`config.mk`:
```
export PLATFORM = sky130hd
export DESIGN_NAME = xfer_reg_bank_flat
export DESIGN_NICKNAME = d
export VERILOG_FILES = /design/src/rtl/xfer_reg_bank_pkg.sv /design/src/rtl/xfer_reg_bank_if.sv /design/src/rtl/xfer_reg_bank_cell.sv /design/src/rtl/xfer_reg_bank.sv /design/src/flat_wrapper.sv
export SDC_FILE = /design/constraint.sdc
export NUM_CORES = 1
export LEC_CHECK = 0
export BUFFER_PORTS_ARGS = -buffer_cell sky130_fd_sc_hd__buf_2
export CAP_MARGIN = 20
export CORE_ASPECT_RATIO = 0.7
export CORE_MARGIN = 10
export CORE_UTILIZATION = 55
export CTS_CLUSTER_SIZE = 16
export DETAILED_ROUTE_END_ITERATION = 10
export PLACE_DENSITY = 0.75
export SYNTH_ARGS = -nofsm -noshare
export SYNTH_HDL_FRONTEND = slang
export SYNTH_SLANG_ARGS = --single-unit
```
`constraint.sdc`:
```
create_clock -name clk -period 4.4 [get_ports clk]
set_input_delay 0.88 -clock clk [delete_from_list [all_inputs] [get_ports clk]]
set_output_delay 0.88 -clock clk [all_outputs]
set_load 0.005 [all_outputs]
```
`src/rtl/xfer_reg_bank_pkg.sv`:
```
`default_nettype none
// ============================================================================
//  Module      : xfer_pkg
//  Description : Shared definitions for the transfer register bank: byte
//                width, lane bit-offset helper and the per-register
//                operation encoding (highest-priority operation wins).
//  Optional    : XFER_SHADOW_EN (consumed by xfer_reg_cell)
//  Revision    : 1.0 - initial release
// ============================================================================
package xfer_pkg;

    localparam int BYTE_W = 8;

    // Operation selected for one register in one cycle, after priority.
    typedef enum logic [2:0] {
        OP_NONE = 3'd0,
        OP_XFER = 3'd1,
        OP_BYTE = 3'd2,
        OP_INC  = 3'd3,
        OP_DEC  = 3'd4
    } op_e;

    // Bit position of the least significant bit of a byte lane.
    function automatic int lane_lsb(input int lane);
        return lane * BYTE_W;
    endfunction

endpackage
`default_nettype wire

```
`src/rtl/xfer_reg_bank_if.sv`:
```
`default_nettype none
// ============================================================================
//  Module      : xfer_reg_bank_if
//  Description : Bus bundle of the transfer register bank.
//                master : drives loads, inc/dec and read selects
//                slave  : the register bank (returns RegOut, MainBusOut, wrap)
//  Ports       : xfer_load_n/xfer_sel/XferBusIn    transfer-bus load
//                main_load_n/main_sel/main_lane/MainBusIn  byte load
//                inc_n/dec_n/step_sel               increment / decrement
//                out_sel -> RegOut                  full-width read
//                rd_sel/rd_lane -> MainBusOut       byte read-back
//                wrap                               inc/dec wrap pulse
//  Revision    : 1.0 - initial release
// ============================================================================
interface xfer_reg_bank_if
    import xfer_pkg::*;
#(
    parameter int DATA_W   = 16,
    parameter int NUM_REGS = 4
);
    localparam int SEL_W  = $clog2(NUM_REGS);
    localparam int LANE_W = $clog2(DATA_W / BYTE_W);

    logic                xfer_load_n;
    logic [SEL_W-1:0]    xfer_sel;
    logic [DATA_W-1:0]   XferBusIn;
    logic                main_load_n;
    logic [SEL_W-1:0]    main_sel;
    logic [LANE_W-1:0]   main_lane;
    logic [BYTE_W-1:0]   MainBusIn;
    logic                inc_n;
    logic                dec_n;
    logic [SEL_W-1:0]    step_sel;
    logic [SEL_W-1:0]    out_sel;
    logic [DATA_W-1:0]   RegOut;
    logic [SEL_W-1:0]    rd_sel;
    logic [LANE_W-1:0]   rd_lane;
    logic [BYTE_W-1:0]   MainBusOut;
    logic                wrap;

    modport master (
        output xfer_load_n, xfer_sel, XferBusIn,
        output main_load_n, main_sel, main_lane, MainBusIn,
        output inc_n, dec_n, step_sel,
        output out_sel, rd_sel, rd_lane,
        input  RegOut, MainBusOut, wrap
    );

    modport slave (
        input  xfer_load_n, xfer_sel, XferBusIn,
        input  main_load_n, main_sel, main_lane, MainBusIn,
        input  inc_n, dec_n, step_sel,
        input  out_sel, rd_sel, rd_lane,
        output RegOut, MainBusOut, wrap
    );

endinterface
`default_nettype wire

```
`src/rtl/xfer_reg_bank_cell.sv`:
```
`default_nettype none
// ============================================================================
//  Module      : xfer_reg_cell
//  Description : One transfer register. Priority xfer > byte > inc/dec,
//                byte-lane write, modular inc/dec and wrap detection.
//  Optional    : XFER_SHADOW_EN - lower lanes are staged in a shadow and
//                committed together with the top lane.
//  Ports       : clk, rst_n (sync, active low)
//                xfer_en/xfer_data      whole-register load
//                byte_en/lane/byte_data byte-lane load
//                inc_en/dec_en          step request
//                q                      register contents
//                wrap_hit               an executing step wraps this cycle
//  Revision    : 1.0 - initial release
// ============================================================================
module xfer_reg_cell
    import xfer_pkg::*;
#(
    parameter int DATA_W = 16,
    parameter int LANE_W = 1
) (
    input  wire logic              clk,
    input  wire logic              rst_n,
    input  wire logic              xfer_en,
    input  wire logic [DATA_W-1:0] xfer_data,
    input  wire logic              byte_en,
    input  wire logic [LANE_W-1:0] lane,
    input  wire logic [BYTE_W-1:0] byte_data,
    input  wire logic              inc_en,
    input  wire logic              dec_en,
    output logic      [DATA_W-1:0] q,
    output logic                   wrap_hit
);
    localparam int NUM_LANES = DATA_W / BYTE_W;
    localparam int TOP_LANE  = NUM_LANES - 1;

    logic [DATA_W-1:0] r_q;
    logic [DATA_W-1:0] w_next_q;
    logic              w_lane_ok;
    op_e               w_op;

`ifdef XFER_SHADOW_EN
    logic [DATA_W-BYTE_W-1:0] r_shadow;
    logic [DATA_W-BYTE_W-1:0] w_next_shadow;
`endif

    // Lane indices past the last byte (non power-of-two lane count) are
    // treated as no byte request at all.
    assign w_lane_ok = (int'(lane) < NUM_LANES);

    always_comb begin
        w_op = OP_NONE;
        if (xfer_en)
            w_op = OP_XFER;
        else if (byte_en && w_lane_ok)
            w_op = OP_BYTE;
        else if (inc_en && !dec_en)
            w_op = OP_INC;
        else if (dec_en && !inc_en)
            w_op = OP_DEC;
    end

    always_comb begin
        w_next_q = r_q;
`ifdef XFER_SHADOW_EN
        w_next_shadow = r_shadow;
`endif
        case (w_op)
            OP_XFER: begin
                w_next_q = xfer_data;
`ifdef XFER_SHADOW_EN
                w_next_shadow = '0;
`endif
            end
            OP_BYTE: begin
`ifdef XFER_SHADOW_EN
                // Top lane commits the staged lower lanes atomically.
                if (lane == LANE_W'(TOP_LANE)) begin
                    w_next_q = {byte_data, r_shadow};
                end else begin
                    for (int l = 0; l < TOP_LANE; l++) begin
                        if (lane == LANE_W'(l))
                            w_next_shadow[lane_lsb(l) +: BYTE_W] = byte_data;
                    end
                end
`else
                for (int l = 0; l < NUM_LANES; l++) begin
                    if (lane == LANE_W'(l))
                        w_next_q[lane_lsb(l) +: BYTE_W] = byte_data;
                end
`endif
            end
            OP_INC:  w_next_q = r_q + DATA_W'(1);
            OP_DEC:  w_next_q = r_q - DATA_W'(1);
            default: ;
        endcase
    end

    always_ff @(posedge clk) begin
        if (!rst_n) begin
            r_q <= '0;
`ifdef XFER_SHADOW_EN
            r_shadow <= '0;
`endif
        end else begin
            r_q <= w_next_q;
`ifdef XFER_SHADOW_EN
            r_shadow <= w_next_shadow;
`endif
        end
    end

    assign q        = r_q;
    assign wrap_hit = ((w_op == OP_INC) && (&r_q)) ||
                      ((w_op == OP_DEC) && (r_q == '0));

endmodule
`default_nettype wire

```
`src/rtl/xfer_reg_bank.sv`:
```
`default_nettype none
// ============================================================================
//  Module      : xfer_reg_bank
//  Description : Bank of NUM_REGS transfer registers between the 8-bit main
//                bus and the DATA_W transfer bus. Select decode, read muxes
//                and the registered wrap pulse live here; per-register
//                behaviour lives in xfer_reg_cell.
//  Optional    : XFER_SHADOW_EN - atomic multi-byte loads via shadow lanes
//  Ports       : clk, rst_n (sync, active low)
//                bus : xfer_reg_bank_if.slave (see interface header)
//  Revision    : 1.0 - initial release
// ============================================================================
module xfer_reg_bank
    import xfer_pkg::*;
#(
    parameter int DATA_W   = 16,
    parameter int NUM_REGS = 4
) (
    input  wire logic      clk,
    input  wire logic      rst_n,
    xfer_reg_bank_if.slave bus
);
    localparam int SEL_W     = $clog2(NUM_REGS);
    localparam int LANE_W    = $clog2(DATA_W / BYTE_W);
    localparam int NUM_LANES = DATA_W / BYTE_W;

    logic [DATA_W-1:0]   w_q [NUM_REGS];
    logic [NUM_REGS-1:0] w_wrap_hit;
    logic [DATA_W-1:0]   w_reg_out;
    logic [DATA_W-1:0]   w_rd_word;
    logic [BYTE_W-1:0]   w_main_out;
    logic                r_wrap;

    generate
        for (genvar i = 0; i < NUM_REGS; i++) begin : g_cell
            xfer_reg_cell #(
                .DATA_W (DATA_W),
                .LANE_W (LANE_W)
            ) u_cell (
                .clk       (clk),
                .rst_n     (rst_n),
                .xfer_en   (!bus.xfer_load_n && (bus.xfer_sel == SEL_W'(i))),
                .xfer_data (bus.XferBusIn),
                .byte_en   (!bus.main_load_n && (bus.main_sel == SEL_W'(i))),
                .lane      (bus.main_lane),
                .byte_data (bus.MainBusIn),
                .inc_en    (!bus.inc_n && (bus.step_sel == SEL_W'(i))),
                .dec_en    (!bus.dec_n && (bus.step_sel == SEL_W'(i))),
                .q         (w_q[i]),
                .wrap_hit  (w_wrap_hit[i])
            );
        end
    endgenerate

    // Compare-based muxes so selects beyond NUM_REGS / lanes read as zero.
    always_comb begin
        w_reg_out = '0;
        w_rd_word = '0;
        for (int i = 0; i < NUM_REGS; i++) begin
            if (bus.out_sel == SEL_W'(i)) w_reg_out = w_q[i];
            if (bus.rd_sel  == SEL_W'(i)) w_rd_word = w_q[i];
        end
    end

    always_comb begin
        w_main_out = '0;
        for (int l = 0; l < NUM_LANES; l++) begin
            if (bus.rd_lane == LANE_W'(l))
                w_main_out = w_rd_word[lane_lsb(l) +: BYTE_W];
        end
    end

    always_ff @(posedge clk) begin
        if (!rst_n)
            r_wrap <= 1'b0;
        else
            r_wrap <= |w_wrap_hit;
    end

    assign bus.RegOut     = w_reg_out;
    assign bus.MainBusOut = w_main_out;
    assign bus.wrap       = r_wrap;

endmodule
`default_nettype wire

```
`src/flat_wrapper.sv`:
```
// flat-port wrapper written by rule: the top's interface ports become plain ports
module xfer_reg_bank_flat import xfer_pkg::*;
#(
    parameter int DATA_W   = 16,
    parameter int NUM_REGS = 4
)
  (clk, rst_n, bus_xfer_load_n, bus_xfer_sel, bus_XferBusIn, bus_main_load_n, bus_main_sel, bus_main_lane, bus_MainBusIn, bus_inc_n, bus_dec_n, bus_step_sel, bus_out_sel, bus_rd_sel, bus_rd_lane, bus_RegOut, bus_MainBusOut, bus_wrap);
  xfer_reg_bank_if #(.DATA_W(DATA_W), .NUM_REGS(NUM_REGS)) bus_i ();
  input  wire logic clk;
  input  wire logic rst_n;
  input wire logic [$bits(bus_i.xfer_load_n)-1:0] bus_xfer_load_n;
  input wire logic [$bits(bus_i.xfer_sel)-1:0] bus_xfer_sel;
  input wire logic [$bits(bus_i.XferBusIn)-1:0] bus_XferBusIn;
  input wire logic [$bits(bus_i.main_load_n)-1:0] bus_main_load_n;
  input wire logic [$bits(bus_i.main_sel)-1:0] bus_main_sel;
  input wire logic [$bits(bus_i.main_lane)-1:0] bus_main_lane;
  input wire logic [$bits(bus_i.MainBusIn)-1:0] bus_MainBusIn;
  input wire logic [$bits(bus_i.inc_n)-1:0] bus_inc_n;
  input wire logic [$bits(bus_i.dec_n)-1:0] bus_dec_n;
  input wire logic [$bits(bus_i.step_sel)-1:0] bus_step_sel;
  input wire logic [$bits(bus_i.out_sel)-1:0] bus_out_sel;
  input wire logic [$bits(bus_i.rd_sel)-1:0] bus_rd_sel;
  input wire logic [$bits(bus_i.rd_lane)-1:0] bus_rd_lane;
  output wire logic [$bits(bus_i.RegOut)-1:0] bus_RegOut;
  output wire logic [$bits(bus_i.MainBusOut)-1:0] bus_MainBusOut;
  output wire logic [$bits(bus_i.wrap)-1:0] bus_wrap;
  assign bus_i.xfer_load_n = bus_xfer_load_n;
  assign bus_i.xfer_sel = bus_xfer_sel;
  assign bus_i.XferBusIn = bus_XferBusIn;
  assign bus_i.main_load_n = bus_main_load_n;
  assign bus_i.main_sel = bus_main_sel;
  assign bus_i.main_lane = bus_main_lane;
  assign bus_i.MainBusIn = bus_MainBusIn;
  assign bus_i.inc_n = bus_inc_n;
  assign bus_i.dec_n = bus_dec_n;
  assign bus_i.step_sel = bus_step_sel;
  assign bus_i.out_sel = bus_out_sel;
  assign bus_i.rd_sel = bus_rd_sel;
  assign bus_i.rd_lane = bus_rd_lane;
  assign bus_RegOut = bus_i.RegOut;
  assign bus_MainBusOut = bus_i.MainBusOut;
  assign bus_wrap = bus_i.wrap;
  xfer_reg_bank #(.DATA_W(DATA_W), .NUM_REGS(NUM_REGS)) u_core (.clk(clk), .rst_n(rst_n), .bus(bus_i));
endmodule
```
==> out/metrics.cfg <==
[pwr]
p_comb_share_pct=32.2
seqPwrFrac_pct=35.5
p_int_uw=1410
clockPowerShare_pct=32.3
power.density_nw_per_um2=275
switchingPower_uw=854
power.leakage_uw=0.00343
ir_worst_vdd_uv=198
swShare_pct=37.7

[worst_hold_path]
hp-start=u_core.g_cell[0].u_cell.q[6]$_SDFFE_PN0P_
hold_path.class=reg -> reg
whs_path_depth=2
whs_endpoint=u_core.g_cell[0].u_cell.q[6]$_SDFFE_PN0P_

[grt]
grt_overflow=0
grtUsageTotal_pct=30.4
grt_util_met3_pct=14.1
gr-usage-met2_pct=41.0
grt.busiest_layer=met2
use_met1_pct=40.8
grt_pass1_wl_um=43400
antenna_found_initial=1
grt_max_degree=35
grt_pass1_vias=7553

[synthesis]
yosysSeqAreaShare_pct=17.6
synth_ff_type=dfxtp_1
synth_top_family_by_area=compound AO/OA/AOI/OAI gates
synth_compound_area_share_pct=29.2
yosysWarnings=0
synthAdderAreaFrac_pct=10.6
ys_seq_elements=65
synthMuxAreaShare_pct=11.5
synth-edff-count=0
avgSynthCellArea_um2=7.87
syn-num-nets=1041
syn_inst=939
synth_cell_types=68
synth-simple-area-share_pct=22.4
mappedNetlistArea_um2=7390
ys_async_sr_fraction_pct=0
synth_xor_area_share_pct=5.19

[clock_network]
clockBufferDepth=2
clock_latency_ns=0.35
cts_tree=built
path_clk_slew_ns=0.06
cts_made_buffers=9
cts_resized=0
cts_setup_buffers=0
clock-sinks=65
cts-root-buf=clkbuf_16
cts_hold_buffers=0
cts-htree-levels=3

[worst_setup_path]
arrival_ns=4.08
max_stage_delay_ns=0.54
path_cells=buf_2 > nor3_1 > buf_4 > or4_1 > nor2_1 > inv_1 > fa_1 > nor2b_1 > o21ai_0 > a211oi_1 > o21ai_0 > and3_1 > o21ai_0 > a41oi_1
startpoint=bus_main_load_n
reg2reg_from=u_core.g_cell[0].u_cell.q[0]$_SDFFE_PN0P_
path_common_cell=o21ai_0
cp_data_required_time_ns=4.58
r2r_slack_ns=1.57
worstReg2RegEnd=u_core.g_cell[0].u_cell.q[10]$_SDFFE_PN0P_
reg2reg_depth=9
crit_fanout=5
start_kind=input pin
critPathCaptureType=register
crit_buf_inv=3
crit_path_top_delay_cell=a211oi_1
path_delay_family=simple AND/OR/NAND/NOR gates
worstSetupPathType=in -> reg

[layout]
multi_input_area_um2=5830
fillers=1173
regArea_um2=1300
nets=1092
area_delta_synth_final_pct=11.3
final_common_cell=nand2_1
drive_gt1_share_pct=15.9
fin_cells=1181
layout_common_cells=nand2_1 (137), o21ai_0 (94), a21oi_1 (68), buf_2 (66), dfxtp_1 (65)

[timing]
slew_headroom_pct=13.5
setup-violations-final=0
slew_viol_final=0
fin_skew_ns=0.00687
fin_setup_tns_ns=0
rsz0062_at_grt=no
period_minus_slack_ns=3.90
min_period_over_period_pct=88.6
setup_slack_ns=0.503
worstMarginPinSlew_ns=1.27
max_freq_mhz=257
hold_viol=0

[placement]
preCtsSetupSlack_ns=0.261
place_inst=1162
place.gp.congestion=1.01
detailed_place_hpwl_um=21600
port_buffers=66

[drt]
post-route-drc-count=0
antenna_left=0
wl_per_cell_um=24.1
wirelength_um=28500
drt_iter0_drc=1305
vias_per_cell=7.05
vias=8331
dr.pass1.iters=8

[die]
fp.dieW_um=159
core_um2=13200
die_y_um=117
top_level_ports=67
num_rows=35
start_util_pct=56.1
die-area_um2=18600

[run]
cap_violations=0

[outcome]
status=finished clean

worst max-delay path by stage:
stage | depth (start not counted) | endpoint | slack, ns
floorplan | 12 | u_core.g_cell[0].u_cell.q[12]$_SDFFE_PN0P_ | 0.49
global placement | 14 | u_core.g_cell[2].u_cell.q[15]$_SDFFE_PN0P_ | 0.33
detailed placement | 14 | u_core.g_cell[0].u_cell.q[10]$_SDFFE_PN0P_ | 0.26
CTS | 14 | u_core.g_cell[0].u_cell.q[10]$_SDFFE_PN0P_ | 0.59
global route | 13 | u_core.g_cell[2].u_cell.q[15]$_SDFFE_PN0P_ | 0.28
finish | 14 | u_core.g_cell[0].u_cell.q[10]$_SDFFE_PN0P_ | 0.50
power by group through the flow:
stage | clock network, uW | logic (uW) | registers (uW)
after global placement | 0 | 690 | 795
after floorplan | 0 | 506 | 723
final | 732 | 730 | 803
after CTS | 727 | 705 | 784
after detailed placement | 0 | 700 | 797
after global routing | 756 | 794 | 799
metal layers:
metal | routed length (um) | up-vias
met5 | 9 | -
met4 | 1240 | 2
met3 | 4770 | 119
met2 | 10900 | 632
met1 | 11600 | 3836
li1 | - | 3742
tightest hold or removal path: stages, from the launching register on:
cell and delay [ns]:
dfxtp_1 0.37, o21ai_0 0.18, nor2_1 0.04
stage by stage:
stage                     area [um^2]  power (uW)  hold WS [ns]  util, %
after global routing             8230        2350         0.658     62.4
after global placement           7930        1480         0.596     60.1
after detailed placement         7930        1500         0.611     60.1
after floorplan                  7390        1230         0.540        -
after CTS                        8220        2220         0.616     62.3
final                            8230        2270         0.628     62.4
area by class of cell:
class                           count  share of cell area, %
Antenna cell                        1                 0.0304
Clock buffer                       13                   3.04
Clock inverter                      3                  0.486
Inverter                           21                  0.958
Multi-Input combinational cell    806                   70.8
Sequential cell                    65                   15.8
Tap cell                          185                   2.81
Timing Repair Buffer               87                   6.05
cells in the mapped netlist, types with 10 or more instances:
cell / instances / area [um^2]
nor3_1: 12 / 60.1
nand2_1: 137 / 514
a22oi_1: 12 / 90.1
a21o_1: 21 / 158
o211ai_1: 11 / 82.6
inv_1: 20 / 75.1
nor4_1: 18 / 113
a221oi_1: 17 / 149
dfxtp_1: 65 / 1300
ha_1: 56 / 701
o21ai_0: 94 / 470
xnor2_1: 30 / 263
nand4_1: 24 / 150
nand2b_1: 20 / 125
clkbuf_1: 38 / 143
xor2_1: 12 / 105
nor2_1: 46 / 173
a41oi_1: 25 / 219
nand3_1: 15 / 75.1
a31oi_1: 18 / 113
a21oi_1: 68 / 340
nor2b_1: 13 / 81.3
mux4_2: 32 / 721
mux2_2: 10 / 113
a211oi_1: 12 / 90.1
state kept, by name, summed over array words and instances (netlist names):
name / flops
u_core.bus.wrap: 1
u_core.g_cell.u_cell.q: 64
logic make-up after synthesis:
| group | after synthesis |
|---|---|
| compound gates | 330 |
| simple gates | 329 |
| buf+inv | 68 |
| flops | 65 |
| fa+ha+maj | 60 |
| mux | 44 |
| xor+xnor | 43 |
Note: power is estimated with default switching activity, not from simulation.
